## config.mk

```make
export PLATFORM = sky130hd
export DESIGN_NAME = pulse_receiver_capture
export DESIGN_NICKNAME = d
export VERILOG_FILES = /design/src/rtl/pulse_receiver_pkg.sv /design/src/rtl/pulse_receiver_fifo.sv /design/src/rtl/pulse_receiver_capture.sv
export SDC_FILE = /design/constraint.sdc
export NUM_CORES = 1
export LEC_CHECK = 0
export ABC_AREA = 1
export ABC_CLOCK_PERIOD_IN_PS = 3900
export CAP_MARGIN = 20
export CORE_AREA = 2 2 123 125
export DETAILED_ROUTE_END_ITERATION = 8
export DIE_AREA = 0 0 125 127
export PLACE_DENSITY = 0.79
export SLEW_MARGIN = 25
export SYNTH_ARGS = -nofsm -noshare
export SYNTH_HDL_FRONTEND = slang
export SYNTH_SLANG_ARGS = --single-unit
```

## constraint.sdc

```tcl
create_clock -name i_clk -period 3.9 [get_ports i_clk]
set_input_delay 0.585 -clock i_clk [delete_from_list [all_inputs] [get_ports i_clk]]
set_output_delay 0.585 -clock i_clk [all_outputs]
set_load 0.05 [all_outputs]
```

## src/rtl/pulse_receiver_pkg.sv

```systemverilog
// ----------------------------------------------------------------------------
// pulse_receiver_pkg
// Shared types and default widths for the pulse receiver capture block.
//   entry_t  : one FIFO entry {level, duration} at the default counter width
//   state_e  : capture FSM state (StIdle, StMeasure)
//   *_DEF    : default parameter values used by the top level
// ----------------------------------------------------------------------------
package pulse_receiver_pkg;

    localparam int unsigned CNT_W_DEF      = 16;
    localparam int unsigned FIFO_DEPTH_DEF = 8;
    localparam int unsigned PRESC_W_DEF    = 8;
    localparam int unsigned FILT_LEN_DEF   = 3;

    // Layout of a captured segment: level of the finished segment, then its length in ticks.
    typedef struct packed {
        logic                 level;
        logic [CNT_W_DEF-1:0] duration;
    } entry_t;

    typedef enum logic {
        StIdle    = 1'b0,
        StMeasure = 1'b1
    } state_e;

endpackage

```

## src/rtl/pulse_receiver_fifo.sv

```systemverilog
// ----------------------------------------------------------------------------
// pulse_receiver_fifo
// Synchronous show-ahead FIFO. The head entry is presented on o_head without a
// pop. A push while full is accepted only if a pop happens in the same clock.
// A pop while empty is ignored, and o_head keeps showing the last head value.
// Ports:
//   i_clk, i_rst   clock, asynchronous active-high reset
//   i_push         write i_push_data (dropped if full and not popping)
//   i_pop          remove head entry (ignored when empty)
//   o_head         head entry (show-ahead)
//   o_empty/o_full occupancy flags
//   o_level        number of entries held
// ----------------------------------------------------------------------------
module pulse_receiver_fifo #(
    parameter int unsigned WIDTH = 17,
    parameter int unsigned DEPTH = 8
) (
    input  logic                       i_clk,
    input  logic                       i_rst,
    input  logic                       i_push,
    input  logic [WIDTH-1:0]           i_push_data,
    input  logic                       i_pop,
    output logic [WIDTH-1:0]           o_head,
    output logic                       o_empty,
    output logic                       o_full,
    output logic [$clog2(DEPTH):0]     o_level
);

    localparam int unsigned AW = $clog2(DEPTH);
    localparam int unsigned LW = AW + 1;

    logic [WIDTH-1:0] r_mem [DEPTH];
    logic [AW-1:0]    r_wr_ptr;
    logic [AW-1:0]    r_rd_ptr;
    logic [LW-1:0]    r_level;
    logic [WIDTH-1:0] r_hold;

    logic             w_empty;
    logic             w_full;
    logic             w_do_pop;
    logic             w_do_push;
    logic [WIDTH-1:0] w_head;

    assign w_empty   = (r_level == '0);
    assign w_full    = (r_level == LW'(DEPTH));
    assign w_do_pop  = i_pop && !w_empty;
    // A pop frees the slot in the same clock, so a full FIFO still accepts a push.
    assign w_do_push = i_push && (!w_full || w_do_pop);
    assign w_head    = r_mem[r_rd_ptr];

    always_ff @(posedge i_clk) begin
        if (w_do_push) begin
            r_mem[r_wr_ptr] <= i_push_data;
        end
    end

    always_ff @(posedge i_clk or posedge i_rst) begin
        if (i_rst) begin
            r_wr_ptr <= '0;
            r_rd_ptr <= '0;
            r_level  <= '0;
            r_hold   <= '0;
        end else begin
            if (w_do_push) begin
                r_wr_ptr <= r_wr_ptr + 1'b1;
            end
            if (w_do_pop) begin
                r_rd_ptr <= r_rd_ptr + 1'b1;
            end
            if (w_do_push && !w_do_pop) begin
                r_level <= r_level + 1'b1;
            end else if (w_do_pop && !w_do_push) begin
                r_level <= r_level - 1'b1;
            end
            // Remember the head so an empty FIFO keeps showing the last value read.
            if (!w_empty) begin
                r_hold <= w_head;
            end
        end
    end

    assign o_head  = w_empty ? r_hold : w_head;
    assign o_empty = w_empty;
    assign o_full  = w_full;
    assign o_level = r_level;

endmodule

```

## src/rtl/pulse_receiver_capture.sv

```systemverilog
// ----------------------------------------------------------------------------
// pulse_receiver_capture
// Measures high/low segment durations of an external pulse train and queues
// them as {level, duration} entries for the CPU to read. A frame starts on the
// first edge leaving the idle level and ends when the line stays idle for
// i_timeout ticks (pulsing o_frame_done). The final idle segment is not queued.
//
// Build option: define PULSE_RECEIVER_GLITCH_FILTER_EN to add a glitch filter
// after the synchronizer; the line level only changes after the synchronized
// input has held a new value for FILT_LEN consecutive clocks.
//
// Ports:
//   i_clk, i_rst      clock, asynchronous active-high reset
//   i_en              capture enable (low: FSM idle, counters cleared)
//   i_sig_in          asynchronous pulse input
//   i_idle_level      line level between frames
//   i_prescale        one duration tick every i_prescale+1 clocks
//   i_timeout         idle ticks that end a frame, 0 disables the timeout
//   i_rd_en           pop head entry
//   o_rd_data         head entry {level, duration}, show-ahead
//   o_rd_valid        FIFO not empty
//   o_fifo_level      entries held
//   o_overflow        sticky, an entry was dropped on a full FIFO
//   i_clr_overflow    clears o_overflow (a new overflow in the same clock wins)
//   o_frame_done      one-clock pulse at frame timeout
//   o_busy            high while measuring a frame
// ----------------------------------------------------------------------------
module pulse_receiver_capture
    import pulse_receiver_pkg::*;
#(
    parameter int unsigned CNT_W      = CNT_W_DEF,
    parameter int unsigned FIFO_DEPTH = FIFO_DEPTH_DEF,
    parameter int unsigned PRESC_W    = PRESC_W_DEF,
    parameter int unsigned FILT_LEN   = FILT_LEN_DEF
) (
    input  logic                          i_clk,
    input  logic                          i_rst,
    input  logic                          i_en,
    input  logic                          i_sig_in,
    input  logic                          i_idle_level,
    input  logic [PRESC_W-1:0]            i_prescale,
    input  logic [CNT_W-1:0]              i_timeout,
    input  logic                          i_rd_en,
    output logic [CNT_W:0]                o_rd_data,
    output logic                          o_rd_valid,
    output logic [$clog2(FIFO_DEPTH):0]   o_fifo_level,
    output logic                          o_overflow,
    input  logic                          i_clr_overflow,
    output logic                          o_frame_done,
    output logic                          o_busy
);

    // ------------------------------------------------------------------------
    // Input synchronizer (and optional glitch filter)
    // ------------------------------------------------------------------------
    logic r_sync1;
    logic r_sync2;
    logic r_sig_d;
    logic w_sig_s;
    logic w_edge;

    always_ff @(posedge i_clk or posedge i_rst) begin
        if (i_rst) begin
            r_sync1 <= 1'b0;
            r_sync2 <= 1'b0;
            r_sig_d <= 1'b0;
        end else begin
            r_sync1 <= i_sig_in;
            r_sync2 <= r_sync1;
            r_sig_d <= w_sig_s;
        end
    end

`ifdef PULSE_RECEIVER_GLITCH_FILTER_EN
    localparam int unsigned FC_W = $clog2(FILT_LEN + 1);

    logic [FC_W-1:0] r_filt_cnt;
    logic            r_sig_filt;

    // r_filt_cnt counts consecutive clocks in which r_sync2 disagrees with the
    // filtered level; any return to agreement restarts the count.
    always_ff @(posedge i_clk or posedge i_rst) begin
        if (i_rst) begin
            r_filt_cnt <= '0;
            r_sig_filt <= 1'b0;
        end else if (r_sync2 == r_sig_filt) begin
            r_filt_cnt <= '0;
        end else if (r_filt_cnt == FC_W'(FILT_LEN - 1)) begin
            r_filt_cnt <= '0;
            r_sig_filt <= r_sync2;
        end else begin
            r_filt_cnt <= r_filt_cnt + 1'b1;
        end
    end

    assign w_sig_s = r_sig_filt;
`else
    logic w_unused_filt_len;
    assign w_unused_filt_len = (FILT_LEN != 0);
    assign w_sig_s           = r_sync2;
`endif

    assign w_edge = (w_sig_s != r_sig_d);

    // ------------------------------------------------------------------------
    // Capture FSM and duration counter
    // ------------------------------------------------------------------------
    state_e             r_state;
    state_e             w_state_next;
    logic [CNT_W-1:0]   r_count;
    logic [CNT_W-1:0]   w_count_next;
    logic [PRESC_W-1:0] r_presc;
    logic [PRESC_W-1:0] w_presc_next;
    logic               r_frame_done;
    logic               w_frame_done_next;
    logic               w_push;
    logic [CNT_W:0]     w_push_data;

    always_comb begin
        w_state_next      = r_state;
        w_count_next      = r_count;
        w_presc_next      = r_presc;
        w_frame_done_next = 1'b0;
        w_push            = 1'b0;

        if (!i_en) begin
            w_state_next = StIdle;
            w_count_next = '0;
            w_presc_next = '0;
        end else begin
            case (r_state)
                StIdle: begin
                    if (w_edge && (w_sig_s != i_idle_level)) begin
                        w_state_next = StMeasure;
                        w_count_next = CNT_W'(1);
                        w_presc_next = '0;
                    end
                end
                StMeasure: begin
                    if (w_edge) begin
                        // Segment finished: r_sig_d still holds its level.
                        w_push       = 1'b1;
                        w_count_next = CNT_W'(1);
                        w_presc_next = '0;
                    end else if ((w_sig_s == i_idle_level) && (i_timeout != '0) &&
                                 (r_count == i_timeout)) begin
                        w_state_next      = StIdle;
                        w_count_next      = '0;
                        w_presc_next      = '0;
                        w_frame_done_next = 1'b1;
                    end else if (r_presc == i_prescale) begin
                        w_presc_next = '0;
                        if (r_count != {CNT_W{1'b1}}) begin
                            w_count_next = r_count + 1'b1;
                        end
                    end else begin
                        w_presc_next = r_presc + 1'b1;
                    end
                end
                default: begin
                    w_state_next = StIdle;
                end
            endcase
        end
    end

    always_ff @(posedge i_clk or posedge i_rst) begin
        if (i_rst) begin
            r_state      <= StIdle;
            r_count      <= '0;
            r_presc      <= '0;
            r_frame_done <= 1'b0;
        end else begin
            r_state      <= w_state_next;
            r_count      <= w_count_next;
            r_presc      <= w_presc_next;
            r_frame_done <= w_frame_done_next;
        end
    end

    assign w_push_data = {r_sig_d, r_count};

    // ------------------------------------------------------------------------
    // Entry FIFO and overflow flag
    // ------------------------------------------------------------------------
    logic w_fifo_empty;
    logic w_fifo_full;
    logic w_drop;
    logic r_overflow;

    pulse_receiver_fifo #(
        .WIDTH (CNT_W + 1),
        .DEPTH (FIFO_DEPTH)
    ) u_fifo (
        .i_clk       (i_clk),
        .i_rst       (i_rst),
        .i_push      (w_push),
        .i_push_data (w_push_data),
        .i_pop       (i_rd_en),
        .o_head      (o_rd_data),
        .o_empty     (w_fifo_empty),
        .o_full      (w_fifo_full),
        .o_level     (o_fifo_level)
    );

    // A full FIFO that is popped in the same clock still takes the push.
    assign w_drop = w_push && w_fifo_full && !i_rd_en;

    always_ff @(posedge i_clk or posedge i_rst) begin
        if (i_rst) begin
            r_overflow <= 1'b0;
        end else if (w_drop) begin
            r_overflow <= 1'b1;
        end else if (i_clr_overflow) begin
            r_overflow <= 1'b0;
        end
    end

    assign o_rd_valid   = !w_fifo_empty;
    assign o_overflow   = r_overflow;
    assign o_frame_done = r_frame_done;
    assign o_busy       = (r_state == StMeasure);

endmodule
```

# ---- Yosys cells after proc, flatten, opt, wreduce, memory -nomap -nowiden
# Memory sizes are Yosys's and may differ from the RTL's.
# Cells that the tools add are included.
dict set report totals {
  ff_bits 57
  inputBits 31
  memories 1
  elab_cells 82
  ramBits 136
  output_inout_bits 25
}
dict set report classes {
  muxes 32
  bitwise_logic 1
  reduce_logical 20
  n_eq_ne 10
  n_addsub 6
}
# name words word_bits rd rd_clocked_by_memory_dff write_ports line
set memory_table {}
lappend memory_table {u_fifo.r_mem 8 17 1 0 1 pulse_receiver_fifo.sv:32} ;# logic [WIDTH-1:0] r_mem [DEPTH];
# cell count
set op_table {}
lappend op_table {{$mux W16} 6}
lappend op_table {{$mux W8} 5}
lappend op_table {{$pmux W16 S2} 1}
lappend op_table {{$mux W17} 1}
lappend op_table {{$add A16 B1 Y16 const B} 1}
lappend op_table {{$eq A16 B16 Y1} 1}
lappend op_table {{$ne A16 B16 Y1 const B} 1}
lappend op_table {{$pmux W8 S2} 1}
lappend op_table {{$reduce_bool A16 Y1} 1}
lappend op_table {{$mux W1} 15}
lappend op_table {{$ne A5 B3 Y1 const B} 2}
lappend op_table {{$logic_and A1 B1 Y1} 9}
lappend op_table {{$add A8 B1 Y8 const B} 1}
lappend op_table {{$eq A8 B8 Y1} 1}
lappend op_table {{$mux W4} 2}
lappend op_table {{$add A3 B1 Y3 const B} 2}
lappend op_table {{$logic_not A1 Y1} 5}
lappend op_table {{$add A4 B1 Y4 const B} 1}
lappend op_table {{$eq A4 B4 Y1 const B} 1}
lappend op_table {{$logic_not A4 Y1} 1}
lappend op_table {{$reduce_bool A2 Y1} 2}
lappend op_table {{$sub A4 B1 Y4 const B} 1}
lappend op_table {{$ne A3 B3 Y1 const B} 1}
lappend op_table {{$reduce_and A3 Y1} 1}
lappend op_table {{5 further kinds} 6}

# ---- Logic depth before layout (Yosys ltp)
dict set report logic_depth {
  depth_word 9
  depth_mapped 14
  ltp_nobuf 14
}

# ---- By module
# From an unflattened synthesis, not the netlist that was laid out.
dict set report unflattened {
  cells_unflattened 1010
  area_unflattened_um2 9256.4
}
# mod cells_per_inst n_inst seq_area_each_um2 area_per_inst_um2
set modules_own_cells {}
lappend modules_own_cells {pulse_receiver_fifo 672 1 4759.6 6967.9}
lappend modules_own_cells {pulse_receiver_capture 338 1 750.7 2288.4}

# ---- Worst setup path before layout
# No wires, ideal clock.
dict set report synth_timing {
  path_type {register -> output}
  from {register u_fifo.r_level[0], in the netlist u_fifo.o_level[0]}
  to {output o_rd_data[11]}
  arrival_ns 2.365
  path_stages_with_launch 7
  path_buffers 0
  path_slack_ns 0.950
  path_cell_list {dfrtp_1 > nor2_1 > inv_1 > nor3_2 > inv_1 > o21ai_0 > o21ai_0}
}
dict set report synth_via {
  elab_chain_cells 2
}
# element line
set synth_rtl {}
lappend synth_rtl {{start, declared} pulse_receiver_fifo.sv:35} ;# logic [LW-1:0] r_level;
lappend synth_rtl {{start signal, assigned} pulse_receiver_fifo.sv:71} ;# r_level <= r_level + 1'b1;
lappend synth_rtl {{start signal, assigned} pulse_receiver_fifo.sv:73} ;# r_level <= r_level - 1'b1;
lappend synth_rtl {{$logic_not A4 Y1} pulse_receiver_fifo.sv:44} ;# assign w_empty = (r_level == '0);
lappend synth_rtl {{$mux W17} pulse_receiver_fifo.sv:82} ;# assign o_head = w_empty ? r_hold : w_head;
lappend synth_rtl {{end, declared} pulse_receiver_capture.sv:44} ;# output logic [CNT_W:0] o_rd_data,
# Every way passes these cells.

# ---- Final worst setup path
dict set report layout_timing {
  from {register u_fifo.r_rd_ptr[0]}
  to {output o_rd_data[1]}
}
dict set report layout_via {
  elab_chain_cells 2
}
# element line
set layout_rtl {}
lappend layout_rtl {{start, declared} pulse_receiver_fifo.sv:34} ;# logic [AW-1:0] r_rd_ptr;
lappend layout_rtl {{start signal, assigned} pulse_receiver_fifo.sv:68} ;# r_rd_ptr <= r_rd_ptr + 1'b1;
lappend layout_rtl {{$mem_v2 Z8 W17} --}
lappend layout_rtl {{$mux W17} pulse_receiver_fifo.sv:82}
# Every way passes these cells.

==> impl_metrics.ini <==
[power_and_ir_drop]
p_leak_nw = 3.996
p_per_area_nw_per_um2 = 708.0
irDropWorstVdd_mv = 0.4124

[critical_path]
required_ns = 3.31
crit_chain = buf_4 > o21ai_0 > o221ai_1 > nand3_1 > nand2_1 > clkdlybuf4s50_1
worstSetupStartpointType = register
worst-path-buf-inv = 2
slowest_stage = clkdlybuf4s50_1
path_delay_family = buffers and inverters
path_max_fanout = 70
critPathArrivalTime_ns = 3.10
r2r_slack_ns = 1.17
endpoint_kind = primary output
criticalPathCategory = register to primary output
cpPeakStageDelay_ns = 0.80
worst-path-stages = 6
ff2ff_path_depth = 13

[timing]
worstMarginPinSlew_ns = 0.8127
fin_skew_ns = 0.01077
final.period_utilization_pct = 94.57
max_freq_mhz = 271.1
maxSlewViolCount = 0
setup_violations = 0
slew_headroom_pct = 45.82
tns_ns = 0
min_period_ns = 3.688
rsz0062_at_grt = false
final_hold_viol_count = 0

[yosys]
yosysUniqueCellTypes = 38
synth-seq-cells = 193
yosysTopAreaCellShare_pct = 47.99
ys_top_cells_by_area = edfxtp_1 (48%), dfrtp_1 (17%), nand2_1 (7.5%)
syn-cell-area_um2 = 8511
synth_warnings = 0
syn_avg_cell_area_um2 = 10.79
synth_largest_area_cell = edfxtp_1
syn-num-nets = 828
yosysSeqAreaShare_pct = 64.75
synthCells = 789

[cts]
insertion_delay_ns = 0.44
cts_hold_buf = 0
cts_buffer_depth = 2
htreeDepth = 4
root_buffer = clkbuf_16
cts-buffers-inserted = 17
clkTransAtPathRegs_ns = 0.06
cts_sinks = 193
cts_tree = built
cts_resized = 1
postCtsSetupBuffers = 0

[drt]
first_iter_violations = 661
wirelength_um = 19260
drc = 0
dr.pass1.iters = 5
ant_nets = 0
wl_per_cell_um = 18.36
vias_per_cell = 5.742
vias = 6023

[final_layout]
areaGrowthSynthToFinish_pct = 16.97
nNetsFinal = 891
final_layout_size_suffix_gt1_share_pct = 8.555
final_area_um2 = 9955
fillers = 1007
post-route-util_pct = 69.01
n_antenna_cell = 0

[placed_design]
io_buffers = 55
hpwl_um = 12060
gp_congestion = 0.8681
placed_cell_area_um2 = 9299

[status]
status = completed

[die]
ios = 56
rows = 44
coreArea_um2 = 14420
die_area_um2 = 15880
die_h_um = 127
floorplan.initialDensity_pct = 59.00
dieWidth_um = 125

[global_routing]
grt_max_degree = 71
antenna_found_initial = 0
grt_pass1_vias = 5936
grt_pass1_wl_um = 30490
grt_usage_pct = 24.93
grt-ovfl-total = 0

[min_path]
hold_path.class = register to register
holdPathStages = 0

[run]
max_cap_violations = 0
-- registers in the layout (all words and copies together), names as in the netlist, 3 cells and up --
name	count
r_count	16
r_presc	8
u_fifo.o_level	4
u_fifo.r_hold	17
u_fifo.r_mem	136
u_fifo.r_rd_ptr	3
u_fifo.r_wr_ptr	3
-- cells in the final DEF, fill, tap and decap left out, types with 19 or more instances in the layout --
master and n:
inv_1 55, xor2_1 19, nand2_1 169, mux2i_1 20
o221ai_1 20, edfxtp_1 136, clkdlybuf4s50_1 48, buf_4 24
nor2_1 128, o21ai_0 63, dfrtp_1 55, nand3_1 25
-- area by class of cell --
type | count | area [um^2] | area share (%)
clock inverters | 15 | 229.0 | 2.300
inverters | 57 | 214.0 | 2.149
repair buffers | 74 | 700.7 | 7.039
flip-flops and latches | 193 | 5513 | 55.38
well taps | 184 | 230.2 | 2.313
clock buffers | 17 | 425.4 | 4.274
multi-input cells | 509 | 2643 | 26.55
-- Yosys cell counts (all sizes together) --
library cell,count
xnor2,5
o22ai,1
o32ai,14
dfrtp,57
edfxtp,136
nor2,132
mux2i,20
xor2,19
a21boi,1
fa,1
nand4,8
clkbuf,16
inv,57
nor3b,1
a21o,1
nand3,26
a21oi,7
or2,3
nand3b,1
o21ai,67
ha,7
o221ai,20
nor3,3
nand2,172
buf,14
-- final timing paths --
path	start	end
worst max-delay path	u_fifo.r_rd_ptr[0]	o_rd_data[1]
worst min-delay path	r_sync1	r_sync2
worst max register to register	r_sig_d	u_fifo.o_level[3]
worst min register to register	r_sync1	r_sync2
max in group asynchronous	i_rst	r_sync1
min in group asynchronous	i_rst	u_fifo.r_hold[15]
-- logic make-up (layout without fill, tap and decap cells) --
| family | count (synthesis) | after routing | synth area share, % |
|---|---|---|---|
| compound gates | 111 | 111 | 8.101 |
| xor+xnor | 24 | 24 | 2.470 |
| fa+ha+maj | 8 | 8 | 1.264 |
| buf+inv | 87 | 163 | 4.205 |
| flops | 193 | 193 | 64.75 |
| mux | 20 | 20 | 2.352 |
| simple gates | 346 | 346 | 16.86 |
-- per-stage QoR --
step	total power (W)	cells	setup slack, ns	hold slack, ns
6_report	0.007047	1049	0.2119	0.3688
5_1_grt	0.007347	1049	0.07143	0.3844
4_1_cts	0.007070	1049	0.2140	0.3773
3_5_place_dp	0.005160	1017	0.5060	0.3621
3_3_place_gp	0.005067	1017	0.5981	0.3371
2_1_floorplan	0.004334	789	0.9500	0.3312
-- worst register-to-register path, stage by stage (launching register included) --
cell,delay (ns)
dfrtp_1,0.48
xnor2_1,0.20
nor2_1,0.18
inv_1,0.05
or2_2,0.29
inv_1,0.15
ha_1,0.21
inv_1,0.09
ha_1,0.27
a21o_1,0.17
a21oi_1,0.16
nor2_1,0.06
nor2_1,0.15
xor2_1,0.17
-- power by group --
| group | internal, W | switching (W) |
|---|---|---|
| clock | 0.00115 | 0.000769 |
| sequential | 0.00237 | 0.000158 |
| combinational | 0.000813 | 0.00179 |
-- per-layer routing --
| metal | share of wire (%) | routed length [um] | GRT usage (%) | vias to the layer above |
|---|---|---|---|---|
| met3 | 8.4 | 1615 | 5.151 | 51 |
| met2 | 49 | 9448 | 42.36 | 315 |
| met4 | 2.5 | 480 | 9.085 | 0 |
| met1 | 40 | 7718 | 32.19 | 2832 |
| met5 | 0 | 0 | 0 | - |
| li1 | - | - | - | 2825 |
Note: power is estimated with default switching activity, not from simulation.
